### src/rtl/prog_mem_loader_if.sv
// Byte-stream input and program-memory write port shared by the loader and its host.
interface prog_mem_loader_if #(
    parameter int ADDR_W = 11,
    parameter int WORD_W = 14
);
    logic [7:0]        s_data;
    logic              s_valid;
    logic              s_ready;
    logic [ADDR_W-1:0] pm_addr;
    logic [WORD_W-1:0] pm_data;
    logic              pm_we;

    // master: byte source that also observes the memory writes
    modport master (
        output s_data, s_valid,
        input  s_ready, pm_addr, pm_data, pm_we
    );

    modport slave (
        input  s_data, s_valid,
        output s_ready, pm_addr, pm_data, pm_we
    );
endinterface

### src/rtl/prog_mem_loader.sv
// Framed byte-stream loader into program memory; holds the CPU until a frame loads.
// Optional trailing checksum byte and accumulator enabled by defining LOADER_CHECKSUM_EN.
module prog_mem_loader #(
    parameter int ADDR_W    = 11,
    parameter int WORD_W    = 14,
    parameter int MAX_WORDS = 2048
) (
    input  logic              clk,
    input  logic              reset,
    input  logic              start,
    prog_mem_loader_if.slave  bus,
    output logic              cpu_hold,
    output logic              busy,
    output logic              done,
    output logic              err,
    output logic [ADDR_W:0]   word_count
);

    typedef enum logic [3:0] {
        S_IDLE,
        S_HDR,
        S_LEN_HI,
        S_LEN_LO,
        S_W_HI,
        S_W_LO,
`ifdef LOADER_CHECKSUM_EN
        S_CSUM,
`endif
        S_DONE,
        S_ERR
    } state_t;

    localparam logic [15:0]     MAX_N = 16'(MAX_WORDS);
    localparam logic [ADDR_W:0] ONE_W = 1;

    state_t             state_q, state_d;
    logic [7:0]         len_hi_q, len_hi_d;
    logic [ADDR_W:0]    len_q, len_d;
    logic [5:0]         hi_q, hi_d;
    logic [ADDR_W-1:0]  addr_q, addr_d;
    logic [ADDR_W-1:0]  pm_addr_q, pm_addr_d;
    logic [WORD_W-1:0]  pm_data_q, pm_data_d;
    logic               pm_we_q, pm_we_d;
    logic [ADDR_W:0]    word_count_q, word_count_d;
    logic               cpu_hold_q, cpu_hold_d;
    logic               busy_q, busy_d;
    logic               done_q, done_d;
    logic               err_q, err_d;
`ifdef LOADER_CHECKSUM_EN
    logic [7:0]         csum_q, csum_d;
`endif

    logic               s_ready;
    logic               accept;
    logic [15:0]        n_word;
    logic [ADDR_W:0]    addr_inc;

    always_comb begin
        s_ready = 1'b0;
        case (state_q)
            S_HDR, S_LEN_HI, S_LEN_LO, S_W_HI, S_W_LO: s_ready = 1'b1;
`ifdef LOADER_CHECKSUM_EN
            S_CSUM: s_ready = 1'b1;
`endif
            default: s_ready = 1'b0;
        endcase
    end

    assign accept   = bus.s_valid && s_ready;
    assign n_word   = {len_hi_q, bus.s_data};
    assign addr_inc = {1'b0, addr_q} + ONE_W;

    always_comb begin
        state_d      = state_q;
        len_hi_d     = len_hi_q;
        len_d        = len_q;
        hi_d         = hi_q;
        addr_d       = addr_q;
        pm_addr_d    = pm_addr_q;
        pm_data_d    = pm_data_q;
        pm_we_d      = 1'b0;
        word_count_d = word_count_q;
`ifdef LOADER_CHECKSUM_EN
        csum_d       = csum_q;
`endif

        // start wins over a byte handshake in the same cycle; that byte is dropped
        if (start) begin
            state_d      = S_HDR;
            addr_d       = '0;
            word_count_d = '0;
`ifdef LOADER_CHECKSUM_EN
            csum_d       = 8'h00;
`endif
        end else if (accept) begin
`ifdef LOADER_CHECKSUM_EN
            csum_d = csum_q + bus.s_data;
`endif
            case (state_q)
                S_HDR:    state_d = (bus.s_data == 8'hA5) ? S_LEN_HI : S_ERR;
                S_LEN_HI: begin
                    len_hi_d = bus.s_data;
                    state_d  = S_LEN_LO;
                end
                S_LEN_LO: begin
                    if (n_word == 16'd0 || n_word > MAX_N) begin
                        state_d = S_ERR;
                    end else begin
                        len_d   = n_word[ADDR_W:0];
                        state_d = S_W_HI;
                    end
                end
                S_W_HI: begin
                    if (bus.s_data[7:6] != 2'b00) begin
                        state_d = S_ERR;
                    end else begin
                        hi_d    = bus.s_data[5:0];
                        state_d = S_W_LO;
                    end
                end
                S_W_LO: begin
                    pm_we_d      = 1'b1;
                    pm_addr_d    = addr_q;
                    pm_data_d    = WORD_W'({hi_q, bus.s_data});
                    addr_d       = addr_inc[ADDR_W-1:0];
                    word_count_d = word_count_q + ONE_W;
                    if (addr_inc == len_q) begin
`ifdef LOADER_CHECKSUM_EN
                        state_d = S_CSUM;
`else
                        state_d = S_DONE;
`endif
                    end else begin
                        state_d = S_W_HI;
                    end
                end
`ifdef LOADER_CHECKSUM_EN
                S_CSUM: state_d = ((csum_q + bus.s_data) == 8'h00) ? S_DONE : S_ERR;
`endif
                default: state_d = state_q;
            endcase
        end

        // status flags are registered copies of the next state's decode
        busy_d     = (state_d != S_IDLE) && (state_d != S_DONE) && (state_d != S_ERR);
        done_d     = (state_d == S_DONE);
        err_d      = (state_d == S_ERR);
        cpu_hold_d = (state_d != S_DONE);
    end

    always_ff @(posedge clk) begin
        if (reset) begin
            state_q      <= S_IDLE;
            len_hi_q     <= 8'h00;
            len_q        <= '0;
            hi_q         <= 6'h00;
            addr_q       <= '0;
            pm_addr_q    <= '0;
            pm_data_q    <= '0;
            pm_we_q      <= 1'b0;
            word_count_q <= '0;
            cpu_hold_q   <= 1'b1;
            busy_q       <= 1'b0;
            done_q       <= 1'b0;
            err_q        <= 1'b0;
`ifdef LOADER_CHECKSUM_EN
            csum_q       <= 8'h00;
`endif
        end else begin
            state_q      <= state_d;
            len_hi_q     <= len_hi_d;
            len_q        <= len_d;
            hi_q         <= hi_d;
            addr_q       <= addr_d;
            pm_addr_q    <= pm_addr_d;
            pm_data_q    <= pm_data_d;
            pm_we_q      <= pm_we_d;
            word_count_q <= word_count_d;
            cpu_hold_q   <= cpu_hold_d;
            busy_q       <= busy_d;
            done_q       <= done_d;
            err_q        <= err_d;
`ifdef LOADER_CHECKSUM_EN
            csum_q       <= csum_d;
`endif
        end
    end

    assign bus.s_ready = s_ready;
    assign bus.pm_addr = pm_addr_q;
    assign bus.pm_data = pm_data_q;
    assign bus.pm_we   = pm_we_q;
    assign cpu_hold    = cpu_hold_q;
    assign busy        = busy_q;
    assign done        = done_q;
    assign err         = err_q;
    assign word_count  = word_count_q;

endmodule

### src/flat_wrapper.sv
// flat-port wrapper written by rule: the top's interface ports become plain ports
module prog_mem_loader_flat 
#(
    parameter int ADDR_W    = 11,
    parameter int WORD_W    = 14,
    parameter int MAX_WORDS = 2048
)
  (clk, reset, start, cpu_hold, busy, done, err, word_count, bus_s_data, bus_s_valid, bus_s_ready, bus_pm_addr, bus_pm_data, bus_pm_we);
  prog_mem_loader_if #(.ADDR_W(ADDR_W), .WORD_W(WORD_W)) bus_i ();
  input  logic clk;
  input  logic reset;
  input  logic start;
  output logic cpu_hold;
  output logic busy;
  output logic done;
  output logic err;
  output logic [ADDR_W:0] word_count;
  input wire logic [$bits(bus_i.s_data)-1:0] bus_s_data;
  input wire logic [$bits(bus_i.s_valid)-1:0] bus_s_valid;
  output wire logic [$bits(bus_i.s_ready)-1:0] bus_s_ready;
  output wire logic [$bits(bus_i.pm_addr)-1:0] bus_pm_addr;
  output wire logic [$bits(bus_i.pm_data)-1:0] bus_pm_data;
  output wire logic [$bits(bus_i.pm_we)-1:0] bus_pm_we;
  assign bus_i.s_data = bus_s_data;
  assign bus_i.s_valid = bus_s_valid;
  assign bus_s_ready = bus_i.s_ready;
  assign bus_pm_addr = bus_i.pm_addr;
  assign bus_pm_data = bus_i.pm_data;
  assign bus_pm_we = bus_i.pm_we;
  prog_mem_loader #(.ADDR_W(ADDR_W), .WORD_W(WORD_W), .MAX_WORDS(MAX_WORDS)) u_core (.clk(clk), .reset(reset), .start(start), .bus(bus_i), .cpu_hold(cpu_hold), .busy(busy), .done(done), .err(err), .word_count(word_count));
endmodule
### config.mk
export PLATFORM = sky130hd
export DESIGN_NAME = prog_mem_loader_flat
export DESIGN_NICKNAME = d
export VERILOG_FILES = /design/src/rtl/prog_mem_loader_if.sv /design/src/rtl/prog_mem_loader.sv /design/src/flat_wrapper.sv
export SDC_FILE = /design/constraint.sdc
export NUM_CORES = 1
export LEC_CHECK = 0
export ABC_AREA = 0
export ABC_CLOCK_PERIOD_IN_PS = 2600
export BUFFER_PORTS_ARGS = -buffer_cell sky130_fd_sc_hd__buf_4
export CAP_MARGIN = 15
export CORE_AREA = 2 2 89 91
export DETAILED_ROUTE_END_ITERATION = 8
export DIE_AREA = 0 0 91 93
export PLACE_DENSITY = 0.71
export SYNTH_ARGS = -nofsm -noshare
export SYNTH_HDL_FRONTEND = slang
export SYNTH_SLANG_ARGS = --single-unit
### constraint.sdc
create_clock -name clk -period 2.6 [get_ports clk]
set_clock_uncertainty 0.2 [all_clocks]
set_input_delay 0.13 -clock clk [delete_from_list [all_inputs] [get_ports clk]]
set_output_delay 0.13 -clock clk [all_outputs]
set_load 0.02 [all_outputs]
==> out/results.ini <==
[status]
status=finished clean

[synth]
synth_edf_count=0
mappedNetlistNets=441
yosysUniqueCellTypes=55
synth.top_cell.area_share=0.451
yosysSeqAreaShare=0.451
yosysTopAreaCell=dfxtp_1
synth.area.top_cells=dfxtp_1 45%, nand2_1 6.8%, mux2i_1 6.5%
synthFlopType=dfxtp_1
ys.warnings.count=0
synthesis.area_mm2=0.00369
netlist_instances=427
avgSynthCellArea_um2=8.64
async_flop_share=0
ys_seq_elements=83

[global_routing]
grt-ovfl-total=0
grt_pass1_wl_um=13700
grt_max_degree=59
antenna_found_initial=0
track_usage=0.198
grt_pass1_vias=2961

[timing]
fin_tns_setup_ns=0
period_needed_ns=2.31
final-max-slew-violation-count=0
worstMarginPinSlew_ns=0.593
hold_viol_final=0
rsz0062_at_grt=false
relSlewSlack=0.605
setup_viol_count_final=0
finalCritPeriodShare=0.887
fin_ws_ns=0.294
timing.fmax_mhz=434

[detailed_routing]
antenna_left=0
totalWireLength_um=8020
via_count=3088
avgViaCountPerCell=5.24
wire_per_inst_um=13.6
dr.pass1.iters=4
dr.first_iter.drc_count=128
drc=0

[worst_setup_path]
worstSetupStartpointType=flip-flop
reg2regPathDepth=6
rr_endpoint=u_core.word_count[11]$_SDFFE_PP0P_
worstPathArrival_ns=2.33
path_class=reg -> reg
ff2ff_setup_slack_ns=0.29
r2r-start=u_core.state_q[3]$_SDFF_PP0_
end_kind=flip-flop
path_max_fanout=9
critPathRequiredTime_ns=2.62

[min_path]
hp-class=in -> reg
worstHoldPathCells=2
hold_start=reset
hold_path_end=u_core.hi_q[0]$_SDFFE_PP0P_

[floorplan]
core_region_area_mm2=0.00753
row_count=32
ios=55
die_y_um=93
fp.dieW_um=91
start_util=0.490
die_area_mm2=0.00846

[final_layout]
n_fill_cell=727
final_common_cell=dfxtp_1
syn_to_final_growth_pct=20.3
layout.nets=496
fin_area_mm2=0.00444
drive_gt1_frac=0.197
diodes=0
utilization=0.589
layout_common_cells=83 x dfxtp_1, 67 x nand2_1, 60 x buf_4

[place]
dpl.hpwl_um=5620
gp_congestion=0.880
placed_area_mm2=0.00414
io_buffers=54
place_ws_ns=0.316

[power_and_ir_drop]
vdd_ir_drop_max_uv=312
p_leak_uw=0.00173
p_per_area_mw_per_mm2=530
finalPower_uw=2350

[clocking]
cts_tree=yes
cts-root-buf=clkbuf_8
cts_buffer_depth=2
cts-resized-gates=0
path_clk_slew_ns=0.10
clkSinkCount=83
cts_buffers=9
cts_htree_levels=3
clk_latency_ns=0.35

[flow_run]
maxCapViolCount=0

[worst max-delay path, cell delays in order, from the launching register on]
cell and delay (ns):
dfxtp_1 0.39, nor2b_1 0.45, nand3_1 0.40, nor3_1 0.40, nand3_1 0.13, xor2_1 0.14, nor2_1 0.05
[synthesized netlist by cell type, types with 3 or more instances]
library cell	instances
a21oi_1	36
a31oi_1	3
and3_1	4
buf_2	9
buf_4	3
clkbuf_1	12
dfxtp_1	83
inv_1	7
mux2i_1	24
nand2_1	67
nand2b_1	3
nand3_1	17
nand4_1	3
nor2_1	58
nor3_1	11
nor4_1	3
o21a_1	3
o21ai_0	4
or2_2	4
or3_1	4
xnor2_1	13
xor2_1	17
[how the worst max path moves through the flow]
stage                                             start                            endpoint  slack, ns  cells past startpoint
final                      u_core.state_q[3]$_SDFF_PP0_  u_core.word_count[11]$_SDFFE_PP0P_       0.29                      6
after global routing       u_core.state_q[3]$_SDFF_PP0_  u_core.word_count[11]$_SDFFE_PP0P_       0.03                      6
after CTS                  u_core.state_q[3]$_SDFF_PP0_  u_core.word_count[11]$_SDFFE_PP0P_       0.28                      6
after detailed placement   u_core.state_q[3]$_SDFF_PP0_  u_core.word_count[11]$_SDFFE_PP0P_       0.32                      6
after global placement     u_core.state_q[3]$_SDFF_PP0_  u_core.word_count[11]$_SDFFE_PP0P_       0.34                      6
after floorplan           u_core.addr_q[1]$_SDFFE_PP0P_              u_core.busy$_SDFF_PP0_       0.53                      7
[area by class of cell]
class	count	area, µm²	area share
clock buffers	9	124	0.0279
clock inverters	7	80.1	0.0181
inverters	7	26.3	0.00592
multi-input cells	312	1880	0.423
flip-flops and latches	83	1660	0.375
well taps	102	128	0.0288
repair buffers	69	541	0.122
[cells by family (layout without fill, tap and decap cells)]
| group | after synthesis | after routing | share of synthesized area |
|---|---|---|---|
| AND/OR/NAND/NOR | 194 | 194 | 0.259 |
| AO/OA/AOI/OAI | 62 | 62 | 0.107 |
| adder cells (fa/ha/maj) | 2 | 2 | 0.00679 |
| buffers and inverters | 32 | 92 | 0.0407 |
| flip-flops | 83 | 83 | 0.451 |
| multiplexers | 24 | 24 | 0.0652 |
| XOR/XNOR | 30 | 30 | 0.0713 |
[per-layer routing]
metal  vias to the layer above  track usage  wire length, µm
met3                         9       0.0322              224
li1                       1556            -                -
met5                         -            0                0
met2                        59        0.338             3950
met1                      1464        0.252             3740
met4                         0       0.0758              103
[sequential cells by signal (all words and copies together), names as in the netlist, 4 cells and up]
register and count:
u_core.addr_q 11, u_core.bus.pm_addr 11, u_core.hi_q 6, u_core.len_q 12, u_core.state_q 4, u_core.word_count 12
u_core.bus.pm_data 14, u_core.len_hi_q 8
[timing repair]
| item | 4_1_cts | 5_1_grt |
|---|---|---|
| hold buffers | 9 | 0 |
| hold endpoints to repair | 30 | 0 |
| setup buffers | 0 | 0 |
[metrics by stage]
step                      std cells  hold WS (ns)
after floorplan                 427        0.0507
after global placement          564         0.202
after detailed placement        564         0.217
after CTS                       589        0.0510
after global routing            589        0.0823
final                           589        0.0631
[power breakdown]
group | internal [µW] | total (µW) | switching, µW
sequential | 1280 | 1280 | 7.77
combinational | 47.0 | 115 | 67.5
clock | 459 | 954 | 495
total | 1780 | 2350 | 570
Power figures use the tool's default switching activity.
